### src/rtl/tx_lane_scheduler_if.sv
// Handshake and data bundle between the VC queues / PHY TX path and the lane scheduler.
// The scheduler attaches through the slave modport; whoever feeds the queues uses master.
interface tx_lane_scheduler_if;
   logic        enable;
   logic        pause;
   logic [3:0]  vc_valid;
   logic [31:0] vc_data0;
   logic [31:0] vc_data1;
   logic [31:0] vc_data2;
   logic [31:0] vc_data3;
   logic [3:0]  vc_pop;
   logic [31:0] data_out;
   logic        valid_out;
   logic [1:0]  state;
   logic [1:0]  active_vc;
   logic        sync_done;

   modport master (
      output enable, pause, vc_valid, vc_data0, vc_data1, vc_data2, vc_data3,
      input  vc_pop, data_out, valid_out, state, active_vc, sync_done
   );

   modport slave (
      input  enable, pause, vc_valid, vc_data0, vc_data1, vc_data2, vc_data3,
      output vc_pop, data_out, valid_out, state, active_vc, sync_done
   );
endinterface

### src/rtl/tx_lane_scheduler.sv
// Link bring-up (sync burst) followed by round-robin, burst-capped sharing of the PHY
// 32-bit input between four show-ahead VC queues, with same-cycle backpressure.
module tx_lane_scheduler #(
   parameter int          SYNC_COUNT = 4,
   parameter int          MAX_BURST  = 4,
   parameter logic [31:0] COM_WORD   = 32'hBCBCBCBC,
   parameter logic [31:0] IDLE_WORD  = 32'h7C7C7C7C
) (
   input logic              clk,
   input logic              reset,
   tx_lane_scheduler_if.slave lane
);

   typedef enum logic [1:0] {
      ST_RESET  = 2'd0,
      ST_SYNC   = 2'd1,
      ST_IDLE   = 2'd2,
      ST_ACTIVE = 2'd3
   } state_t;

   localparam logic [3:0] SyncLast = 4'(SYNC_COUNT - 1);
   localparam logic [3:0] MaxBurst = 4'(MAX_BURST);

   state_t      r_state;
   logic [3:0]  r_syncCnt;
   logic [1:0]  r_cur;
   logic [3:0]  r_burstCnt;
   logic [31:0] r_dataOut;
   logic        r_validOut;
   logic        r_syncDone;

   state_t      w_stateNext;
   logic [3:0]  w_syncCntNext;
   logic [1:0]  w_curNext;
   logic [3:0]  w_burstCntNext;
   logic [31:0] w_dataOutNext;
   logic        w_validOutNext;
   logic        w_syncDoneNext;

   logic [31:0] w_vcData [4];
   logic        w_grant;
   logic        w_keep;
   logic [1:0]  w_sel;
   logic [1:0]  w_idx;

   assign w_vcData[0] = lane.vc_data0;
   assign w_vcData[1] = lane.vc_data1;
   assign w_vcData[2] = lane.vc_data2;
   assign w_vcData[3] = lane.vc_data3;

   // Arbiter: the loop runs from lowest to highest priority so the last hit wins;
   // offset 4 wraps to cur itself, which is therefore the lowest-priority candidate.
   always_comb begin
      w_grant = !reset && lane.enable && !lane.pause && (lane.vc_valid != 4'b0000) &&
                ((r_state == ST_IDLE) || (r_state == ST_ACTIVE));
      w_keep  = (r_state == ST_ACTIVE) && lane.vc_valid[r_cur] && (r_burstCnt < MaxBurst);
      w_sel   = r_cur;
      w_idx   = r_cur;
      if (!w_keep) begin
         for (int k = 4; k >= 1; k--) begin
            w_idx = r_cur + 2'(k);
            if (lane.vc_valid[w_idx]) begin
               w_sel = w_idx;
            end
         end
      end
   end

   assign lane.vc_pop = w_grant ? (4'b0001 << w_sel) : 4'b0000;

   always_comb begin
      w_stateNext    = r_state;
      w_syncCntNext  = r_syncCnt;
      w_curNext      = r_cur;
      w_burstCntNext = r_burstCnt;
      w_dataOutNext  = r_dataOut;
      w_validOutNext = r_validOut;
      w_syncDoneNext = r_syncDone;

      if (!lane.enable) begin
         w_stateNext    = ST_RESET;
         w_syncCntNext  = 4'd0;
         w_curNext      = 2'd3;
         w_burstCntNext = 4'd0;
         w_dataOutNext  = 32'd0;
         w_validOutNext = 1'b0;
         w_syncDoneNext = 1'b0;
      end else begin
         case (r_state)
            ST_RESET: begin
               w_dataOutNext  = 32'd0;
               w_validOutNext = 1'b0;
               w_syncDoneNext = 1'b0;
               w_stateNext    = ST_SYNC;
               w_syncCntNext  = 4'd0;
            end
            ST_SYNC: begin
               w_dataOutNext  = COM_WORD;
               w_validOutNext = 1'b1;
               w_syncCntNext  = r_syncCnt + 4'd1;
               if (r_syncCnt == SyncLast) begin
                  w_stateNext    = ST_IDLE;
                  w_syncDoneNext = 1'b1;
               end
            end
            default: begin
               if (w_grant) begin
                  w_dataOutNext  = w_vcData[w_sel];
                  w_validOutNext = 1'b1;
                  w_stateNext    = ST_ACTIVE;
                  w_curNext      = w_sel;
                  w_burstCntNext = w_keep ? (r_burstCnt + 4'd1) : 4'd1;
               end else begin
                  w_dataOutNext  = IDLE_WORD;
                  w_validOutNext = 1'b0;
                  // A paused burst keeps its slot; anything else drops back to IDLE.
                  if (!(lane.pause && (r_state == ST_ACTIVE))) begin
                     w_stateNext    = ST_IDLE;
                     w_burstCntNext = 4'd0;
                  end
               end
            end
         endcase
      end
   end

   always_ff @(posedge clk or posedge reset) begin
      if (reset) begin
         r_state    <= ST_RESET;
         r_syncCnt  <= 4'd0;
         r_cur      <= 2'd3;
         r_burstCnt <= 4'd0;
         r_dataOut  <= 32'd0;
         r_validOut <= 1'b0;
         r_syncDone <= 1'b0;
      end else begin
         r_state    <= w_stateNext;
         r_syncCnt  <= w_syncCntNext;
         r_cur      <= w_curNext;
         r_burstCnt <= w_burstCntNext;
         r_dataOut  <= w_dataOutNext;
         r_validOut <= w_validOutNext;
         r_syncDone <= w_syncDoneNext;
      end
   end

   assign lane.data_out  = r_dataOut;
   assign lane.valid_out = r_validOut;
   assign lane.state     = r_state;
   assign lane.active_vc = r_cur;
   assign lane.sync_done = r_syncDone;

endmodule

### src/flat_wrapper.sv
// flat-port wrapper written by rule: the top's interface ports become plain ports
module tx_lane_scheduler_flat 
#(
   parameter int          SYNC_COUNT = 4,
   parameter int          MAX_BURST  = 4,
   parameter logic [31:0] COM_WORD   = 32'hBCBCBCBC,
   parameter logic [31:0] IDLE_WORD  = 32'h7C7C7C7C
)
  (clk, reset, lane_enable, lane_pause, lane_vc_valid, lane_vc_data0, lane_vc_data1, lane_vc_data2, lane_vc_data3, lane_vc_pop, lane_data_out, lane_valid_out, lane_state, lane_active_vc, lane_sync_done);
  tx_lane_scheduler_if lane_i ();
  input logic clk;
  input logic reset;
  input wire logic [$bits(lane_i.enable)-1:0] lane_enable;
  input wire logic [$bits(lane_i.pause)-1:0] lane_pause;
  input wire logic [$bits(lane_i.vc_valid)-1:0] lane_vc_valid;
  input wire logic [$bits(lane_i.vc_data0)-1:0] lane_vc_data0;
  input wire logic [$bits(lane_i.vc_data1)-1:0] lane_vc_data1;
  input wire logic [$bits(lane_i.vc_data2)-1:0] lane_vc_data2;
  input wire logic [$bits(lane_i.vc_data3)-1:0] lane_vc_data3;
  output wire logic [$bits(lane_i.vc_pop)-1:0] lane_vc_pop;
  output wire logic [$bits(lane_i.data_out)-1:0] lane_data_out;
  output wire logic [$bits(lane_i.valid_out)-1:0] lane_valid_out;
  output wire logic [$bits(lane_i.state)-1:0] lane_state;
  output wire logic [$bits(lane_i.active_vc)-1:0] lane_active_vc;
  output wire logic [$bits(lane_i.sync_done)-1:0] lane_sync_done;
  assign lane_i.enable = lane_enable;
  assign lane_i.pause = lane_pause;
  assign lane_i.vc_valid = lane_vc_valid;
  assign lane_i.vc_data0 = lane_vc_data0;
  assign lane_i.vc_data1 = lane_vc_data1;
  assign lane_i.vc_data2 = lane_vc_data2;
  assign lane_i.vc_data3 = lane_vc_data3;
  assign lane_vc_pop = lane_i.vc_pop;
  assign lane_data_out = lane_i.data_out;
  assign lane_valid_out = lane_i.valid_out;
  assign lane_state = lane_i.state;
  assign lane_active_vc = lane_i.active_vc;
  assign lane_sync_done = lane_i.sync_done;
  tx_lane_scheduler #(.SYNC_COUNT(SYNC_COUNT), .MAX_BURST(MAX_BURST), .COM_WORD(COM_WORD), .IDLE_WORD(IDLE_WORD)) u_core (.clk(clk), .reset(reset), .lane(lane_i));
endmodule
### config.mk
export PLATFORM = sky130hd
export DESIGN_NAME = tx_lane_scheduler_flat
export DESIGN_NICKNAME = d
export VERILOG_FILES = /design/src/rtl/tx_lane_scheduler_if.sv /design/src/rtl/tx_lane_scheduler.sv /design/src/flat_wrapper.sv
export SDC_FILE = /design/constraint.sdc
export NUM_CORES = 1
export LEC_CHECK = 0
export BUFFER_PORTS_ARGS = -buffer_cell sky130_fd_sc_hd__clkbuf_2
export CORE_ASPECT_RATIO = 1.75
export CORE_MARGIN = 10
export CORE_UTILIZATION = 39
export CTS_CLUSTER_DIAMETER = 30
export DETAILED_ROUTE_END_ITERATION = 12
export HOLD_SLACK_MARGIN = 0.1
export PLACE_DENSITY = 0.78
export REMOVE_ABC_BUFFERS = 1
export SLEW_MARGIN = 0
export SYNTH_ARGS = -nofsm -noshare
export SYNTH_HDL_FRONTEND = slang
export SYNTH_SLANG_ARGS = --single-unit
### constraint.sdc
create_clock -name clk -period 3.3 [get_ports clk]
set_input_delay 0.99 -clock clk [delete_from_list [all_inputs] [get_ports clk]]
set_output_delay 0.99 -clock clk [all_outputs]
set_load 0.02 [all_outputs]
==> metrics.yaml <==
status: "complete, but fails checks"
violations: "setup timing"
routed_wl_mm: 10.3
dp.cells: 525
p_per_area_nw_per_um2: 392
min_path_type: "register to register"
slew_violations: 0
die_area_um2: 11000
n_fill_cell: 601
numCtsBuffers: 5
first_pass_iters: 4
met1_length_mm: 3.65
synth_edf_count: 0
stdcell_count: 537
timing.fmax_mhz: 296
coreArea_um2: 6860
netlist_top_cells_area: "dfrtp_1 (40%), mux2i_1 (16%), nand3_1 (7.6%), a32oi_1 (6.7%), dfstp_2 (1.9%)"
syn_area_um2: 2750
worstPathMaxFanout: 4
vias: 2860
yosys.area.top_type: "dfrtp_1"
netlist.area_leader.share_pct: 40.0
antenna_found_initial: 0
setup_slack_ps: -74.1
clock_power_share_pct: 41.9
overflow: 0
fin_crit_ps: 3370
start_util_pct: 40.2
place_ws_ps: -217
drive_gt1_share_pct: 49.4
wl_per_cell_um: 19.1
p_comb_share_pct: 20.6
r2r_cells: 8
dpl.hpwl_mm: 8.45
synth.avg_cell_area_um2: 10.4
power_leakage_nw: 2.18
grt_pass1_wl_mm: 16.1
drc_errors: 0
slew-limit-headroom_pct: 35.0
grt_max_degree: 51
synth_seq_cells: 46
r2r_slack_ps: 270
insertion_delay_ps: 290
htreeDepth: 2
antenna_cells: 0
pwr-share-seq_pct: 37.6
routabilityCongestion: 0.858
endpoint_kind: "output pin"
synthFlopType: "dfrtp_1"
cp.arrival_ps: 2380
track_usage_pct: 17.9
fin_nets: 590
clk_path_buf_depth: 2
crit_path_start_kind: "input pin"
wl_met2_mm: 5.57
port_buffers: 177
top_layer: "met4"
clk_pin_slew_ps: 60
avgViaCountPerCell: 5.33
r2r_start: "u_core.lane.active_vc[0]"
maxCapViolations: 0
pin_count: 178
wl_met3_um: 659
clock_skew_ps: 5.91
finalSetupViolCount: 4
grt_pass1_vias: 3165
areaGrowthSynthToFinish_pct: 47.1
finalCritPeriodShare_pct: 102
ys_seq_area_share_pct: 41.9
cts_tree: "yes"
yosysUniqueCellTypes: 45
p_total_mw: 1.59
hold_slack_ps: 511
synthCells: 265
regToRegEndpoint: "u_core.lane.data_out[31]"
multi_input_area_um2: 1460
p_switching_uw: 391
seq_area_um2: 1150
crit_end: "lane_vc_pop[2]"
ir_worst_vdd_v: 0.000231
cts_root_buf: "clkbuf_16"
die_w_um: 83.5
rows: 40
yosys_warnings: 0
drtAntennaViolNets: 0
drtIter0Drc: 160
cts.sinks: 46
tightest_slew_ps: 973
rsz0062_at_grt: "yes"
crit_type: "input pin to output pin"
startpoint: "lane_vc_valid[3]"
switching_share_pct: 24.6
p_int_mw: 1.20
async_reset_ff_share_pct: 100
hold_violations: 0
die_h_um: 131
crit_required_ps: 2310
-- worst max-delay path: stages --
cell and delay [ps]:
buf_6 90, mux4_2 500, nand2_4 120, nand4b_4 200, xnor2_4 210, nor2_4 150
buf_8 120
-- placed cells by master (no fill, tap or decap), drive strengths merged --
cell      n
or2       1
inv       4
clkbuf  175
nand3    42
o221ai    3
mux4      1
a31oi     2
bufinv    2
nor2     14
a21oi     1
o22ai     8
a32oi    21
nor3      2
and3      1
nand2    15
dfrtp    44
o21ai     9
and4bb    1
a21boi    1
dfstp     2
mux2      2
ha        2
nand3b    2
and3b     1
nand4b    1
a22o      2
nor3b     1
a211o     1
xnor2     2
a211oi    1
xor2      1
o221a     1
nor2b     3
mux2i    43
buf      32
nand2b    4
and2      2
o21a      3
-- per-layer routing --
metal  track usage (%)  vias up
met3              5.07       24
met5                 0        -
li1                  -     1375
met2              32.9      119
met4              8.97        0
met1              17.6     1342
-- timing repair --
action,in CTS,in global routing
pin swaps,5,6
hold buffers,0,0
setup endpoints to repair,4,4
gates resized for setup,11,14
buffers inserted,3,1
-- layout make-up --
class | instances | area share (%)
Inverter | 4 | 0.371
Clock buffer | 6 | 3.43
Clock inverter | 2 | 1.48
Tap cell | 84 | 2.59
Timing Repair Buffer | 201 | 27.5
Multi-Input combinational cell | 194 | 36.1
Sequential cell | 46 | 28.5
-- worst min path at each step --
stage                                     from                    to  slack (ps)  cells past startpoint
after floorplan           u_core.r_burstCnt[3]  u_core.r_burstCnt[3]         440                      1
after global placement    u_core.r_burstCnt[3]  u_core.r_burstCnt[3]         460                      1
after detailed placement  u_core.r_burstCnt[3]  u_core.r_burstCnt[3]         490                      1
after CTS                 u_core.r_burstCnt[3]  u_core.r_burstCnt[3]         510                      1
after global routing      u_core.r_burstCnt[3]  u_core.r_burstCnt[3]         530                      1
final                     u_core.r_burstCnt[3]  u_core.r_burstCnt[3]         510                      1
-- logic make-up (layout without fill, tap and decap cells) --
group	Yosys count	count (layout)	synth area share, %
flip-flops	46	46	41.9
multiplexers	46	46	17.3
XOR/XNOR	3	3	1.91
AO/OA/AOI/OAI	53	53	14.4
adder cells (fa/ha/maj)	2	2	0.909
buffers and inverters	25	213	6.59
AND/OR/NAND/NOR	90	90	17.0
-- state kept, by name, summed over array words and instances, names as in the netlist --
name	count
u_core.lane.valid_out	1
u_core.r_burstCnt	4
u_core.lane.sync_done	1
u_core.lane.active_vc	2
u_core.lane.state	2
u_core.r_syncCnt	4
u_core.lane.data_out	32
-- power groups by stage --
stage | sequential (mW) | clock, mW | combinational [mW]
6_report | 0.597 | 0.665 | 0.327
2_1_floorplan | 0.638 | 0 | 0.134
4_1_cts | 0.597 | 0.680 | 0.325
3_3_place_gp | 0.606 | 0 | 0.308
3_5_place_dp | 0.607 | 0 | 0.317
5_1_grt | 0.599 | 0.701 | 0.356
-- cells in the mapped netlist (all sizes together) (2+ instances only) --
cell type,instances
clkbuf,9
a31oi,2
dfrtp,44
a32oi,21
nor3,2
nand2b,4
nand2,15
ha,2
o221ai,3
o21ai,9
mux2i,43
inv,4
xnor2,2
nor2,14
mux2,2
buf,12
o21a,3
o22ai,8
nand3,42
dfstp,2
nand3b,2
a22o,2
and2,2
nor2b,3
-- metrics by stage --
step	cell area [um2]	utilization (%)	TNS [ps]
floorplan	2590	-	-14460
global placement	3730	54.4	-357
detailed placement	3730	54.4	-470
CTS	4000	58.4	-332
global route	4050	59.1	-515
finish	4050	59.1	-209
(Power assumes the default switching activity.)
